### src/rtl/sr_cmd_sequencer.sv
// sr_cmd_sequencer
//
// Command sequencer that sits directly upstream of an SR flip-flop stage and
// generates its set/reset inputs. Commands from a valid/ready producer are
// buffered in a small FIFO and issued as single-cycle s or r pulses. Each
// issue slot is followed by a programmable idle gap. The decode makes s and r
// mutually exclusive in every cycle, and reset clears both asynchronously.
//
// Parameters
//   DEPTH        command FIFO entries (power of two, >= 2)
//   GAP          idle cycles with s=r=0 after each issue slot (0..15)
//
// Ports
//   clk_i        clock, rising-edge
//   rst_i        asynchronous active-high reset
//   cmd_valid_i  producer presents a command
//   cmd_op_i     command code: 0 set, 1 reset, 2 toggle, 3 nop
//   cmd_ready_o  FIFO can accept (registered count != DEPTH)
//   q_fb_i       flip-flop q fed back, used by toggle
//   s_o          registered set pulse
//   r_o          registered reset pulse
//   busy_o       registered: FSM not idle or FIFO not empty
//   count_o      FIFO occupancy

module sr_cmd_sequencer #(
  parameter int unsigned DEPTH = 4,
  parameter int unsigned GAP   = 2
) (
  input  logic                           clk_i,
  input  logic                           rst_i,
  input  logic                           cmd_valid_i,
  input  logic [1:0]                     cmd_op_i,
  output logic                           cmd_ready_o,
  input  logic                           q_fb_i,
  output logic                           s_o,
  output logic                           r_o,
  output logic                           busy_o,
  output logic [$clog2(DEPTH+1)-1:0]     count_o
);

  localparam int unsigned PtrW = (DEPTH > 1) ? $clog2(DEPTH) : 1;
  localparam int unsigned CntW = $clog2(DEPTH + 1);

  localparam logic [PtrW-1:0] PtrOne  = PtrW'(1);
  localparam logic [CntW-1:0] CntOne  = CntW'(1);
  localparam logic [CntW-1:0] CntZero = '0;
  localparam logic [CntW-1:0] CntFull = CntW'(DEPTH);

  // Gap counter is loaded with GAP-1 and the last gap cycle is the one at 0.
  // The value is only used when GAP is non-zero.
  localparam logic [3:0] GapInit = 4'(GAP - 1);

  localparam logic [1:0] OpSet    = 2'd0;
  localparam logic [1:0] OpReset  = 2'd1;
  localparam logic [1:0] OpToggle = 2'd2;
  localparam logic [1:0] OpNop    = 2'd3;

  typedef enum logic [1:0] {
    StIdle,
    StIssue,
    StGap
  } state_e;

  // ---------------------------------------------------------------------------
  // State
  // ---------------------------------------------------------------------------
  state_e          state_q, state_d;
  logic [3:0]      gap_cnt_q, gap_cnt_d;
  logic [PtrW-1:0] wr_ptr_q, wr_ptr_d;
  logic [PtrW-1:0] rd_ptr_q, rd_ptr_d;
  logic [CntW-1:0] count_q, count_d;
  logic            s_q, s_d;
  logic            r_q, r_d;
  logic            busy_q, busy_d;

  logic [1:0]      mem_q [DEPTH];

  logic            push;
  logic            pop;
  logic            fifo_empty;
  logic [1:0]      head_op;

  // ---------------------------------------------------------------------------
  // FIFO control
  // ---------------------------------------------------------------------------
  // Ready comes from the registered count, so a pop on a full FIFO only
  // re-opens the input on the following cycle.
  assign cmd_ready_o = (count_q != CntFull);
  assign fifo_empty  = (count_q == CntZero);
  assign push        = cmd_valid_i && cmd_ready_o;
  assign head_op     = mem_q[rd_ptr_q];

  always_comb begin
    wr_ptr_d = wr_ptr_q;
    rd_ptr_d = rd_ptr_q;
    count_d  = count_q;
    if (push) begin
      wr_ptr_d = wr_ptr_q + PtrOne;
    end
    if (pop) begin
      rd_ptr_d = rd_ptr_q + PtrOne;
    end
    unique case ({push, pop})
      2'b10:   count_d = count_q + CntOne;
      2'b01:   count_d = count_q - CntOne;
      default: count_d = count_q;
    endcase
  end

  // Storage is not reset: the pointers and count define what is valid.
  always_ff @(posedge clk_i) begin
    if (push) begin
      mem_q[wr_ptr_q] <= cmd_op_i;
    end
  end

  // ---------------------------------------------------------------------------
  // FSM: state register
  // ---------------------------------------------------------------------------
  always_ff @(posedge clk_i or posedge rst_i) begin
    if (rst_i) begin
      state_q   <= StIdle;
      gap_cnt_q <= 4'd0;
      wr_ptr_q  <= '0;
      rd_ptr_q  <= '0;
      count_q   <= '0;
      s_q       <= 1'b0;
      r_q       <= 1'b0;
      busy_q    <= 1'b0;
    end else begin
      state_q   <= state_d;
      gap_cnt_q <= gap_cnt_d;
      wr_ptr_q  <= wr_ptr_d;
      rd_ptr_q  <= rd_ptr_d;
      count_q   <= count_d;
      s_q       <= s_d;
      r_q       <= r_d;
      busy_q    <= busy_d;
    end
  end

  // ---------------------------------------------------------------------------
  // FSM: next-state logic
  // ---------------------------------------------------------------------------
  // Every transition into StIssue pops the head; the pop decision is based on
  // the registered count, so a push in the same cycle is seen one edge later.
  always_comb begin
    state_d   = state_q;
    gap_cnt_d = gap_cnt_q;
    pop       = 1'b0;
    unique case (state_q)
      StIdle: begin
        if (!fifo_empty) begin
          pop     = 1'b1;
          state_d = StIssue;
        end
      end
      StIssue: begin
        if (GAP != 0) begin
          state_d   = StGap;
          gap_cnt_d = GapInit;
        end else if (!fifo_empty) begin
          pop     = 1'b1;
          state_d = StIssue;
        end else begin
          state_d = StIdle;
        end
      end
      StGap: begin
        if (gap_cnt_q == 4'd0) begin
          if (!fifo_empty) begin
            pop     = 1'b1;
            state_d = StIssue;
          end else begin
            state_d = StIdle;
          end
        end else begin
          gap_cnt_d = gap_cnt_q - 4'd1;
        end
      end
      default: begin
        state_d = StIdle;
      end
    endcase
  end

  // ---------------------------------------------------------------------------
  // FSM: output logic (next values of the registered outputs)
  // ---------------------------------------------------------------------------
  // The op is decoded at the pop edge so the pulse is high for exactly the
  // issue cycle. Toggle drives the opposite of the current flip-flop state.
  always_comb begin
    s_d = 1'b0;
    r_d = 1'b0;
    if (pop) begin
      unique case (head_op)
        OpSet:    s_d = 1'b1;
        OpReset:  r_d = 1'b1;
        OpToggle: begin
          if (q_fb_i) begin
            r_d = 1'b1;
          end else begin
            s_d = 1'b1;
          end
        end
        OpNop:    begin
          s_d = 1'b0;
          r_d = 1'b0;
        end
        default:  begin
          s_d = 1'b0;
          r_d = 1'b0;
        end
      endcase
    end
    busy_d = (state_d != StIdle) || (count_d != CntZero);
  end

  assign s_o     = s_q;
  assign r_o     = r_q;
  assign busy_o  = busy_q;
  assign count_o = count_q;

  // ---------------------------------------------------------------------------
  // Assertions
  // ---------------------------------------------------------------------------
  sr_exclusive_a: assert property (@(posedge clk_i) !(s_q && r_q));

  count_bound_a: assert property (@(posedge clk_i) disable iff (rst_i)
    count_q <= CntFull);

  no_pop_empty_a: assert property (@(posedge clk_i) disable iff (rst_i)
    pop |-> !fifo_empty);

endmodule

### config.mk
export PLATFORM = sky130hd
export DESIGN_NAME = sr_cmd_sequencer
export DESIGN_NICKNAME = d
export VERILOG_FILES = /design/src/rtl/sr_cmd_sequencer.sv
export SDC_FILE = /design/constraint.sdc
export NUM_CORES = 1
export LEC_CHECK = 0
export ABC_AREA = 1
export BUFFER_PORTS_ARGS = -buffer_cell sky130_fd_sc_hd__buf_4
export CAP_MARGIN = 20
export CORE_MARGIN = 2
export CORE_UTILIZATION = 60
export CTS_BUF_LIST = sky130_fd_sc_hd__clkbuf_16
export DETAILED_ROUTE_END_ITERATION = 6
export PLACE_DENSITY = 0.86
export SLEW_MARGIN = 0
export SYNTH_ARGS = -nofsm -noshare
export SYNTH_HDL_FRONTEND = slang
export SYNTH_SLANG_ARGS = --single-unit
### constraint.sdc
create_clock -name clk_i -period 4.6 [get_ports clk_i]
set_input_delay 0.23 -clock clk_i [delete_from_list [all_inputs] [get_ports clk_i]]
set_output_delay 0.23 -clock clk_i [all_outputs]
set_load 0.01 [all_outputs]
=== Word level (Yosys, flattened, before mapping) ===
Memories as Yosys holds them, arrays and structs flattened.
Cells that the tools add are included.

* Logic and storage cells: 50
* Output and inout bits: 7
* Bits in writable memories: 8
* Memories: 1
* Input bits: 6
* Bits in registers: 16

{| class="wikitable"
|+ Memories
! memory !! depth !! bits a word !! rd ports !! clocked after memory_dff !! write ports !! RTL line !! source
|-
| mem_q || 4 || 2 || 1 || 0 || 1 || 76 || <nowiki>logic [1:0] mem_q [DEPTH];</nowiki>
|}

* Reduce and logical (&&, ||, !) cells: 10
* Add/sub/neg operators: 5
* Muxes and demuxes: 18
* Equality and inequality tests: 8

{| class="wikitable"
|+ Operators by type and width
! operator !! number
|-
| 2-to-1 mux 1 bit || 9
|-
| case mux 4 bit (2 select lines) || 1
|-
| equality test 2 x 1 -> 1 bit (second input constant) || 3
|-
| equality test 2 bit (second input constant) || 3
|-
| case mux 1 bit (2 select lines) || 3
|-
| case mux 2 bit (3 select lines) || 1
|-
| case mux 3 bit (2 select lines) || 1
|-
| adder 2 x 1 -> 2 bit (second input constant) || 2
|-
| logical NOT 2 bit || 2
|-
| logical NOT 4 bit || 1
|-
| 2-to-1 mux 2 bit || 2
|-
| 2-to-1 mux 4 bit || 1
|-
| nonzero test 2 bit || 2
|-
| subtractor 4 x 1 -> 4 bit (second input constant) || 1
|-
| adder 3 x 1 -> 3 bit (second input constant) || 1
|-
| logical NOT 3 bit || 1
|-
| != test 3 bit (second input constant) || 1
|-
| nonzero test 3 bit || 1
|-
| subtractor 3 x 1 -> 3 bit (second input constant) || 1
|-
| != test 2 bit (second input constant) || 1
|-
| AND reduction 2 bit || 1
|-
| logical AND 1 bit || 1
|-
| logical OR 1 bit || 1
|}

=== Longest topological paths before layout ===
Gate-level depths: netlist (run 1).

* Word-level depth: 8
* Mapped depth: 16
* Depth with buffers taken out: 16

=== Least setup slack after synthesis (run 1) ===
No wires, ideal clock.

* Path kind: reg-to-reg
* From: register gap_cnt_q[0]
* To: register busy_q, in the netlist busy_o
* Arrival time: 1928 ps
* Library setup time: 119 ps
* Path slack: 2553 ps
* Clock period less this slack: 2047 ps
* Cell stages (with the launch flop): 15
* Path buffers: 0
* Data required time: 4481 ps
* Cells stage by stage: dfrtp_1 inv_1 ha_1 nand2_2 nand2_2 inv_2 nor2_8 ha_1 inv_1 fa_1 nand2_1 o21ai_0 nand3_1 nor2_1 nand2_1

* Cells in the longest elaborated chain, start to end: 7
* Elaborated cells on any way between the ends: 11
* Classes of those cells: 2 x eq/ne; 5 x mux; 4 x reduce/logical

{| class="wikitable"
|+ RTL lines
! item !! RTL line !! source
|-
| start, declared || 68 || <nowiki>logic [3:0] gap_cnt_q, gap_cnt_d;</nowiki>
|-
| start signal, assigned || 132 || <nowiki>gap_cnt_q <= gap_cnt_d;</nowiki>
|-
| logical NOT 4 bit (*) || 170 || <nowiki>if (gap_cnt_q == 4'd0) begin</nowiki>
|-
| 2-to-1 mux 1 bit (*) || 170 ||
|-
| case mux 1 bit (2 select lines) (*) || 151 || <nowiki>unique case (state_q)</nowiki>
|-
| net pop || 79 || <nowiki>logic pop;</nowiki>
|-
| equality test 2 x 1 -> 1 bit / equality test 2 bit (equally long branches) || 103 || <nowiki>unique case ({push, pop})</nowiki>
|-
| case mux 3 bit (2 select lines) (*) || 103 ||
|-
| nonzero test 3 bit (*) || 216 || <nowiki>busy_d = (state_d != StIdle) || (count_d != CntZero);</nowiki>
|-
| logical OR 1 bit (*) || 216 ||
|-
| net busy_d || 74 || <nowiki>logic busy_q, busy_d;</nowiki>
|-
| end signal, assigned || 138 || <nowiki>busy_q <= busy_d;</nowiki>
|-
| end, declared || 74 ||
|}

Mark *: on every way through the listed nets, which the timed path passes. The rest lies on a longest branch.
A chain may end at the register's enable or synchronous reset.

=== Final worst setup path (run 1) ===
Same ends and word-level chain as after synthesis.

==> results of run 1 <==
per-layer routing:
metal	track usage, %	vias to the layer above	wire (um)
li1	-	442	-
met2	34.0	27	1100
met3	3.94	6	91
met1	26.1	413	925
met4	9.72	0	38
met5	0	-	0
cell type report:
type                       count  area [um^2]  area share, %
tap                           27         33.8           2.32
multi-input combinational     82          514           35.3
timing repair buffer          12         90.1           6.19
sequential                    24          641           44.0
clock inverter                 1         3.75          0.258
clock buffer                   3         75.1           5.16
inverter                      26         97.6           6.71
worst max-delay path, cell delays in order (launching register included):
cell and delay [ns]:
dfrtp_1 0.35, inv_1 0.13, ha_1 0.19, nand2_2 0.07, nand2_2 0.08, inv_2 0.06
nor2_8 0.10, ha_1 0.18, inv_1 0.07, fa_1 0.48, nand2_1 0.05, o21ai_0 0.11
nand3_1 0.11, nor2_1 0.12, nand2_1 0.06
report_power, final:
part	total [mW]	switching, mW	internal (mW)
Sequential	0.358	0.0572	0.301
Combinational	0.550	0.338	0.212
Clock	0.187	0.0711	0.116
Total	1.10	0.467	0.629
sequential cells by signal, summed over array words and instances, names as in the netlist:
| register | cells |
|---|---|
| mem_q | 8 |
| gap_cnt_q | 4 |
| state_q | 2 |
| r_o | 1 |
| wr_ptr_q | 2 |
| busy_o | 1 |
| count_o | 3 |
| rd_ptr_q | 2 |
| s_o | 1 |
synthesized netlist by cell type:
cell type,n,share of area [%]
o21ai_0,1,0.40
nand2_1,27,8.1
nand2_4,1,0.90
nor2_8,1,1.6
nand4_1,1,0.50
nand2_2,6,3.0
buf_2,1,0.40
nor2_2,2,0.99
nor2_1,10,3.0
o21ai_1,2,0.80
nand3_1,9,3.6
a21oi_1,3,1.2
fa_1,1,1.6
o22ai_1,2,0.99
inv_2,4,1.2
nand3_2,2,1.6
dfrtp_1,16,32
ha_1,10,10
inv_1,22,6.6
edfxtp_1,8,19
xnor2_1,3,2.1
xor2_1,1,0.70
kinds of logic (layout without fill, tap and decap cells):
family,Yosys count,after routing
AO/OA/AOI/OAI,8,8
XOR/XNOR,4,4
AND/OR/NAND/NOR,59,59
buffers and inverters,27,42
adder cells (fa/ha/maj),11,11
flip-flops,24,24
worst max path at each step:
stage               cells after the start  slack [ns]    startpoint     end
global placement                       14        2.49  gap_cnt_q[0]  busy_o
detailed placement                     14        2.33  gap_cnt_q[0]  busy_o
floorplan                              14        2.55  gap_cnt_q[0]  busy_o
global route                           14        2.10  gap_cnt_q[0]  busy_o
finish                                 14        2.32  gap_cnt_q[0]  busy_o
CTS                                    14        2.31  gap_cnt_q[1]  busy_o
through the flow:
stage / total power, mW / std cells / instance area (um^2) / util, % / hold slack (ns)
floorplan: 0.771 / 133 / 1260 / - / 0.144
global placement: 0.872 / 171 / 1380 / 70.2 / 0.329
detailed placement: 0.903 / 171 / 1380 / 70.2 / 0.346
CTS: 1.10 / 175 / 1460 / 74.2 / 0.0738
global route: 1.19 / 175 / 1460 / 74.2 / 0.125
finish: 1.10 / 175 / 1460 / 74.2 / 0.0511
==> flow_summary.json, run 1 <==
{
  "crit_path_end_kind": "flop",
  "first_pass_iters": 4,
  "timing.rr.end": "busy_o",
  "slew_headroom_pct": 58.5,
  "fin_tns_setup_ns": 0,
  "gp_congestion": 0.810,
  "rr_startpoint": "gap_cnt_q[0]",
  "status": "completed",
  "cts-htree-levels": 1,
  "worst_ir_drop_vdd_mv": 0.519,
  "die_h_um": 49.8,
  "fp-row-count": 16,
  "total_leakage_power_nw": 0.733,
  "final_common_cell": "nand2_1",
  "clock_latency_ns": 0.26,
  "yosysSeqAreaShare_pct": 50.9,
  "cp_max_fo": 5,
  "critPathKind": "reg2reg",
  "grt_start_max_net_pins": 17,
  "synthMuxAreaShare_pct": 0,
  "rrSetupSlack_ns": 2.32,
  "ctsHoldBuffers": 0,
  "vias": 888,
  "synth_xor_area_share_pct": 2.79,
  "layout-drive-gt1-share_pct": 20.9,
  "grt_pass1_wl_um": 3690,
  "antenna_found_initial": 0,
  "synth_warnings": 0,
  "setup_viol": 0,
  "fillers": 155,
  "antenna_cells": 0,
  "critPathArrivalTime_ns": 2.42,
  "die_area_um2": 2480,
  "synthToLayoutAreaGrowth_pct": 15.7,
  "hold_viol_final": 0,
  "cap_violations": 0,
  "grt_pass1_vias": 839,
  "p_per_area_nw_per_um2": 753,
  "ys_types": 22,
  "fin_ws_ns": 2.32,
  "r2r_cells": 14,
  "cts-root-buf": "clkbuf_16",
  "period_share_pct": 49.5,
  "initial_core_util_pct": 64.1,
  "worst_pin_slew_ns": 0.622,
  "die_w_um": 49.8,
  "track_usage_pct": 20.6,
  "fin_crit_ns": 2.28,
  "dpl.hpwl_um": 1540,
  "core_um2": 1960,
  "required_ns": 4.75,
  "cts_buffers": 3,
  "synth_top_family_by_area": "simple AND/OR/NAND/NOR gates",
  "synth_compound_gate_area_share_pct": 3.38,
  "drc_errors": 0,
  "crit_path_start_kind": "flop",
  "final_cell_mix": "nand2_1 (27), inv_1 (22), dfrtp_1 (16)",
  "hold_path.class": "in2async",
  "skew_ns": 0.00317,
  "clk_pin_slew_worst_paths_ns": 0.06,
  "ios": 13,
  "cts_setup_buffers": 0,
  "drt-initial-drc-count": 16,
  "via_per_inst": 5.07,
  "timing.fmax_mhz": 439,
  "cts.path.max_buffers": 2,
  "portBuffers": 12,
  "synth_fa_ha_area_share_pct": 11.5,
  "syn_area_um2": 1260,
  "cts_tree": "done",
  "rsz0062_at_grt": "false",
  "post-place-ws_ns": 2.33,
  "cts_resized": 0,
  "synth_fp_nets": 150,
  "wl_um": 2160,
  "globalRouteOverflowTotal": 0,
  "wire_per_inst_um": 12.3,
  "ys_seq_elements": 24,
  "fin_nets": 166,
  "drtAntennaViolNets": 0,
  "synth_simple_gate_area_share_pct": 23.2,
  "cts.sinks": 24,
  "syn_inst": 133,
  "syn_area_per_cell_um2": 9.45,
  "maxSlewViolCount": 0
}
No activity file was read; power rests on OpenSTA's default activity.
==> run 2: changes to the inputs <==
Settings changed: CORE_ASPECT_RATIO set to 1.75, CORE_UTILIZATION 60 to 51, PLACE_DENSITY 0.86 to 0.78.
Clock period 4.6 ns to 1.9 ns, I/O delays scaled along.
==> run 2 against run 1 <==
  * The flow now finishes with violations (setup timing)
  * Worst hold slack worse by 0.0054 ns
  * Sequential power grew 140%
  * Via count grew 4.1%
  * Worst setup slack got worse by 2.5 ns
  * First-iteration DRC count is 6.3% lower
==> flow_summary.json, run 2 (synthesized netlist as in run 1, its figures left out) <==
{
  "status": "finished, violations left",
  "violations": "setup timing",
  "largest-register": "mem_q",
  "p_per_area_nw_per_um2": 1930,
  "final_common_cell": "nand2_1",
  "gp_congestion": 0.758,
  "critPathKind": "reg2reg",
  "ios": 13,
  "slew_headroom_pct": 58.6,
  "rrSetupSlack_ns": -0.17,
  "power_mw": 3.14,
  "drt-initial-drc-count": 15,
  "via_per_inst": 4.97,
  "wl_um": 2300,
  "period_share_pct": 109,
  "die_area_um2": 2890,
  "die_h_um": 69.7,
  "wire_per_inst_um": 12.4,
  "cts_buffers": 3,
  "fin_tns_setup_ns": -0.203,
  "critPathArrivalTime_ns": 2.22,
  "cts_tree": "done",
  "layout-drive-gt1-share_pct": 32.9,
  "drc_errors": 0,
  "cp_max_fo": 2,
  "crit_path_start_kind": "flop",
  "min_path_cells": 1,
  "dpl.hpwl_um": 1720,
  "stdcell_count": 186,
  "cts-root-buf": "clkbuf_16",
  "setup_viol": 2,
  "drtAntennaViolNets": 0,
  "skew_ns": 0.00194,
  "clock_latency_ns": 0.26,
  "worst_pin_slew_ns": 0.621,
  "grt_start_max_net_pins": 17,
  "grt_pass1_wl_um": 4240,
  "antenna_found_initial": 0,
  "dp_cells": 178,
  "fin_crit_ns": 2.07,
  "rsz0062_at_grt": "true",
  "vias": 924,
  "cts.path.max_buffers": 2,
  "crit_path_end_kind": "flop",
  "cap_violations": 0,
  "hold_end": "mem_q[0][0]",
  "cts-htree-levels": 1,
  "whs_ns": 0.0458,
  "core_um2": 2300,
  "final_cell_mix": "nand2_1 (26), buf_4 (24), inv_1 (18)",
  "first_pass_iters": 4,
  "fp-row-count": 23,
  "fin_ws_ns": -0.174,
  "die_w_um": 41.5,
  "track_usage_pct": 18.6,
  "maxSlewViolCount": 0,
  "worst_ir_drop_vdd_mv": 1.59,
  "antenna_cells": 0,
  "globalRouteOverflowTotal": 0,
  "timing.rr.end": "busy_o",
  "required_ns": 2.04,
  "rr_startpoint": "gap_cnt_q[1]",
  "synthToLayoutAreaGrowth_pct": 29.3,
  "cts.sinks": 24,
  "clk_pin_slew_worst_paths_ns": 0.06,
  "portBuffers": 12,
  "hold_path.class": "in2reg",
  "post-place-ws_ns": -0.155,
  "initial_core_util_pct": 54.6,
  "grt_pass1_vias": 1066,
  "hold_start": "cmd_op_i[0]",
  "r2r_cells": 14,
  "largest_reg_flops": 8,
  "fin_nets": 179,
  "total_leakage_power_nw": 0.814,
  "timing.fmax_mhz": 482,
  "hold_viol_final": 0
}
run 2: where the power goes:
part           total (mW)  switching, mW  internal [mW]
sequential          0.866          0.137          0.729
combinational        1.68          0.937          0.745
clock               0.596          0.177          0.419
run 2: worst max path at each step:
stage                 start  endpoint  slack (ns)  cells after the start
6_report       gap_cnt_q[1]    busy_o       -0.17                     14
5_1_grt        gap_cnt_q[0]    busy_o       -0.29                     14
4_1_cts        gap_cnt_q[1]    busy_o       -0.13                     14
3_5_place_dp   gap_cnt_q[1]    busy_o       -0.16                     14
3_3_place_gp   gap_cnt_q[1]    busy_o       -0.07                     14
2_1_floorplan  gap_cnt_q[1]    busy_o       -0.06                     14
run 2: metal layers:
| metal | routed length [um] | global-route usage, % |
|---|---|---|
| met2 | 1350 | 36.8 |
| met3 | 62 | 3.13 |
| met1 | 816 | 17.3 |
| met4 | 67 | 8.24 |
| met5 | 0 | 0 |
run 2: critical path, cell delays in order, from the launching register on:
cell and delay, ns:
dfrtp_1 0.38, inv_2 0.08, ha_4 0.13, nand2_4 0.05, nand2_4 0.08, inv_4 0.05, nor2_8 0.08, ha_4 0.14
inv_2 0.04, fa_2 0.52, nand2_2 0.06, o21ai_2 0.07, nand3_1 0.10, nor2_1 0.11, nand2_1 0.07
run 2: repair_timing:
item | 4_1_cts | 5_1_grt
endpoints found under the hold margin | 16 | 0
pin swaps | 6 | 7
setup endpoints to repair | 2 | 3
resized for setup | 2 | 5
hold buffers | 1 | 0
setup buffers | 3 | 2
run 2: area by class of cell:
class                      count  area [um^2]
multi-input combinational     82          558
inverter                      26          100
sequential                    24          641
tap                           25         31.3
fill                         170          677
timing repair buffer          25          190
clock buffer                   3         75.1
clock inverter                 1         30.0
run 2: per-stage QoR:
stage | cell area (um^2) | utilization, %
detailed placement | 1470 | 63.7
floorplan | 1280 | -
global route | 1630 | 70.6
global placement | 1470 | 63.7
CTS | 1600 | 69.6
finish | 1630 | 70.6
==> run 3: changes to the inputs <==
Settings changed: ABC_AREA 1 to 0.
==> run 3 against run 2 <==
  * The flow still finishes with violations (setup timing)
  * Worst setup slack worse by 0.44 ns
  * Die area rose by 0.91%
  * Worst hold slack got worse by 0.012 ns
  * Design area up 7.0%
  * Sequential share of layout area down 2.6 points
  * Synthesized area is 1.0% higher
  * Count of clock-buffer cells in the layout unchanged
  * Sequential power fell by 0.5%
  * Clock skew is 0.0019 ns higher
  * Critical endpoint unchanged
==> flow_summary.json, run 3 <==
{
  "drc_errors": 0,
  "antenna_found_initial": 0,
  "maxSlewViolCount": 0,
  "ys_seq_elements": 24,
  "cts-htree-levels": 1,
  "drtAntennaViolNets": 0,
  "ys_types": 36,
  "grt_pass1_wl_um": 4310,
  "violations": "setup timing",
  "timing.fmax_mhz": 398,
  "layout-drive-gt1-share_pct": 37.5,
  "critPathKind": "reg2reg",
  "vias": 936,
  "yosysSeqAreaShare_pct": 50.4,
  "synth_edf_count": 8,
  "hold_end": "mem_q[3][1]",
  "globalRouteOverflowTotal": 0,
  "crit_path_start_kind": "flop",
  "die_h_um": 70.0,
  "worst_ir_drop_vdd_mv": 1.34,
  "synth_fp_nets": 122,
  "timing.rr.end": "busy_o",
  "synthArstFlopShare_pct": 66.7,
  "portBuffers": 12,
  "rrSetupSlack_ns": -0.62,
  "die_area_um2": 2920,
  "critPathSlowestCell": "dfrtp_1",
  "cp_max_fo": 2,
  "cp_slowest_stage_delay_ns": 0.39,
  "synth_flop_cell": "dfrtp_1",
  "largest-register": "mem_q",
  "cts-root-buf": "clkbuf_16",
  "synth_warnings": 0,
  "synth_top_area_share_pct": 31.5,
  "hold_start": "cmd_op_i[1]",
  "antenna_cells": 0,
  "synth_top_area_cell": "dfrtp_1",
  "ys_top_cells_by_area": "dfrtp_1 (32%), edfxtp_1 (19%), ha_1 (9.9%)",
  "wl_um": 2670,
  "period_share_pct": 132,
  "yosys.cell_count.top_type": "dfrtp_1",
  "total_leakage_power_nw": 0.799,
  "synthToLayoutAreaGrowth_pct": 36.9,
  "die_w_um": 41.7,
  "initial_core_util_pct": 52.2,
  "fin_crit_ns": 2.52,
  "cp_top_family": "simple AND/OR/NAND/NOR gates",
  "cts.sinks": 24,
  "required_ns": 2.09,
  "syn_inst": 105,
  "synth_common_cells": "dfrtp_1 (16), inv_1 (13), ha_1 (10), edfxtp_1 (8)",
  "fin_tns_setup_ns": -1.59,
  "via_per_inst": 5.51,
  "fin_nets": 162,
  "critPathArrivalTime_ns": 2.71,
  "path_cells": "inv_2 -> ha_4 -> or3b_4 -> a211oi_4 -> ha_4 -> inv_2 -> fa_2 -> xor2_1 -> or3_1 -> nand4b_1",
  "cts_buffers": 3,
  "wire_per_inst_um": 15.7,
  "hold_path.class": "in2reg",
  "rr_startpoint": "gap_cnt_q[0]",
  "cts_tree": "done",
  "hold_viol_final": 0,
  "grt_start_max_net_pins": 17,
  "setup_viol": 4,
  "cap_violations": 0,
  "cp_num_buf_inv": 2,
  "status": "finished, violations left",
  "final_core_util_pct": 71.5,
  "syn_area_um2": 1270,
  "final_common_cell": "buf_4",
  "power_mw": 3.35,
  "clk_pin_slew_worst_paths_ns": 0.06,
  "clock_latency_ns": 0.26,
  "crit_path_end_kind": "flop",
  "post-place-ws_ns": -0.563,
  "core_um2": 2430,
  "largest_reg_flops": 8,
  "ios": 13,
  "cts.path.max_buffers": 2,
  "first_pass_iters": 4,
  "fin_ws_ns": -0.615,
  "track_usage_pct": 19.7,
  "drt-initial-drc-count": 42,
  "p_per_area_nw_per_um2": 1930,
  "skew_ns": 0.00382,
  "syn_area_per_cell_um2": 12.1,
  "rsz0062_at_grt": "true",
  "fp-row-count": 24,
  "min_path_cells": 1,
  "worst_pin_slew_ns": 0.639,
  "dpl.hpwl_um": 1830,
  "grt_pass1_vias": 1023,
  "gp_congestion": 0.742,
  "final_cell_mix": "buf_4 (35), dfrtp_1 (16), inv_1 (10)",
  "slew_headroom_pct": 57.4,
  "r2r_cells": 10
}
==> run 3: cell types whose count changed after synthesis, sizes merged, moves of 4 or more <==
cell | before | now
nand2 | 34 | 5
inv | 26 | 13
nor2 | 13 | 0
nand3 | 11 | 1
nand2b | 0 | 5
and3 | 0 | 4
==> run 3: worst max-delay path by stage <==
stage                  from  endpoint  slack [ns]  cells after the start
2_1_floorplan  gap_cnt_q[0]    busy_o       -0.60                     10
4_1_cts        gap_cnt_q[0]    busy_o       -0.58                     10
5_1_grt        gap_cnt_q[1]    busy_o       -0.68                     10
3_5_place_dp   gap_cnt_q[0]    busy_o       -0.56                     10
6_report       gap_cnt_q[0]    busy_o       -0.62                     10
3_3_place_gp   gap_cnt_q[1]    busy_o       -0.49                     10
==> run 3: per-stage QoR <==
stage / instances / hold slack (ns) / area [um^2]
2_1_floorplan: 105 / 0.00874 / 1290
4_1_cts: 167 / 0.0322 / 1690
6_report: 170 / 0.0337 / 1740
3_5_place_dp: 160 / 0.207 / 1550
3_3_place_gp: 160 / 0.200 / 1550
5_1_grt: 170 / 0.0305 / 1740
==> run 3: kinds of logic after synthesis <==
kind of cell / share of synthesized area, %
buf+inv: 4.43
simple gates: 14.7
mux: 4.43
flops: 50.4
compound gates: 11.1
fa+ha+maj: 11.4
xor+xnor: 3.45
==> run 3: area by class of cell <==
class | instances | area [um^2]
sequential | 24 | 641
timing repair buffer | 37 | 284
tap | 26 | 32.5
inverter | 13 | 48.8
clock inverter | 1 | 30.0
clock buffer | 3 | 75.1
fill | 151 | 693
multi-input combinational | 66 | 628
==> run 3: report_power, final <==
group          total [mW]  switching [mW]  leakage (nW)  internal, mW
clock network       0.597           0.178        0.0511         0.419
logic                1.89           0.888         0.480          1.01
registers           0.862           0.126         0.268         0.736
total                3.35            1.19         0.799          2.16
==> run 3: what timing repair did <==
action                                 CTS  global route
cloned                                   0             0
hold buffers                             1             0
setup endpoints to repair                4             5
endpoints found under the hold margin   16             0
pin swaps                                1             0
setup buffers                            2             3
gates resized for setup                  1             4
==> run 3: worst register-to-register path, stage by stage, from the launching register on <==
cell and delay (ns):
dfrtp_1 0.39, inv_2 0.08, ha_4 0.13, or3b_4 0.39, a211oi_4 0.28, ha_4 0.18
inv_2 0.03, fa_2 0.33, xor2_1 0.17, or3_1 0.35, nand4b_1 0.11
==> run 3: metal layers <==
metal / vias up / GRT usage, % / part of all wire [%]
met4: 0 / 8.60 / 2.8
met2: 13 / 38.4 / 59
li1: 454 / - / -
met5: - / 0 / 0
met3: 7 / 3.10 / 1.8
met1: 462 / 19.3 / 36
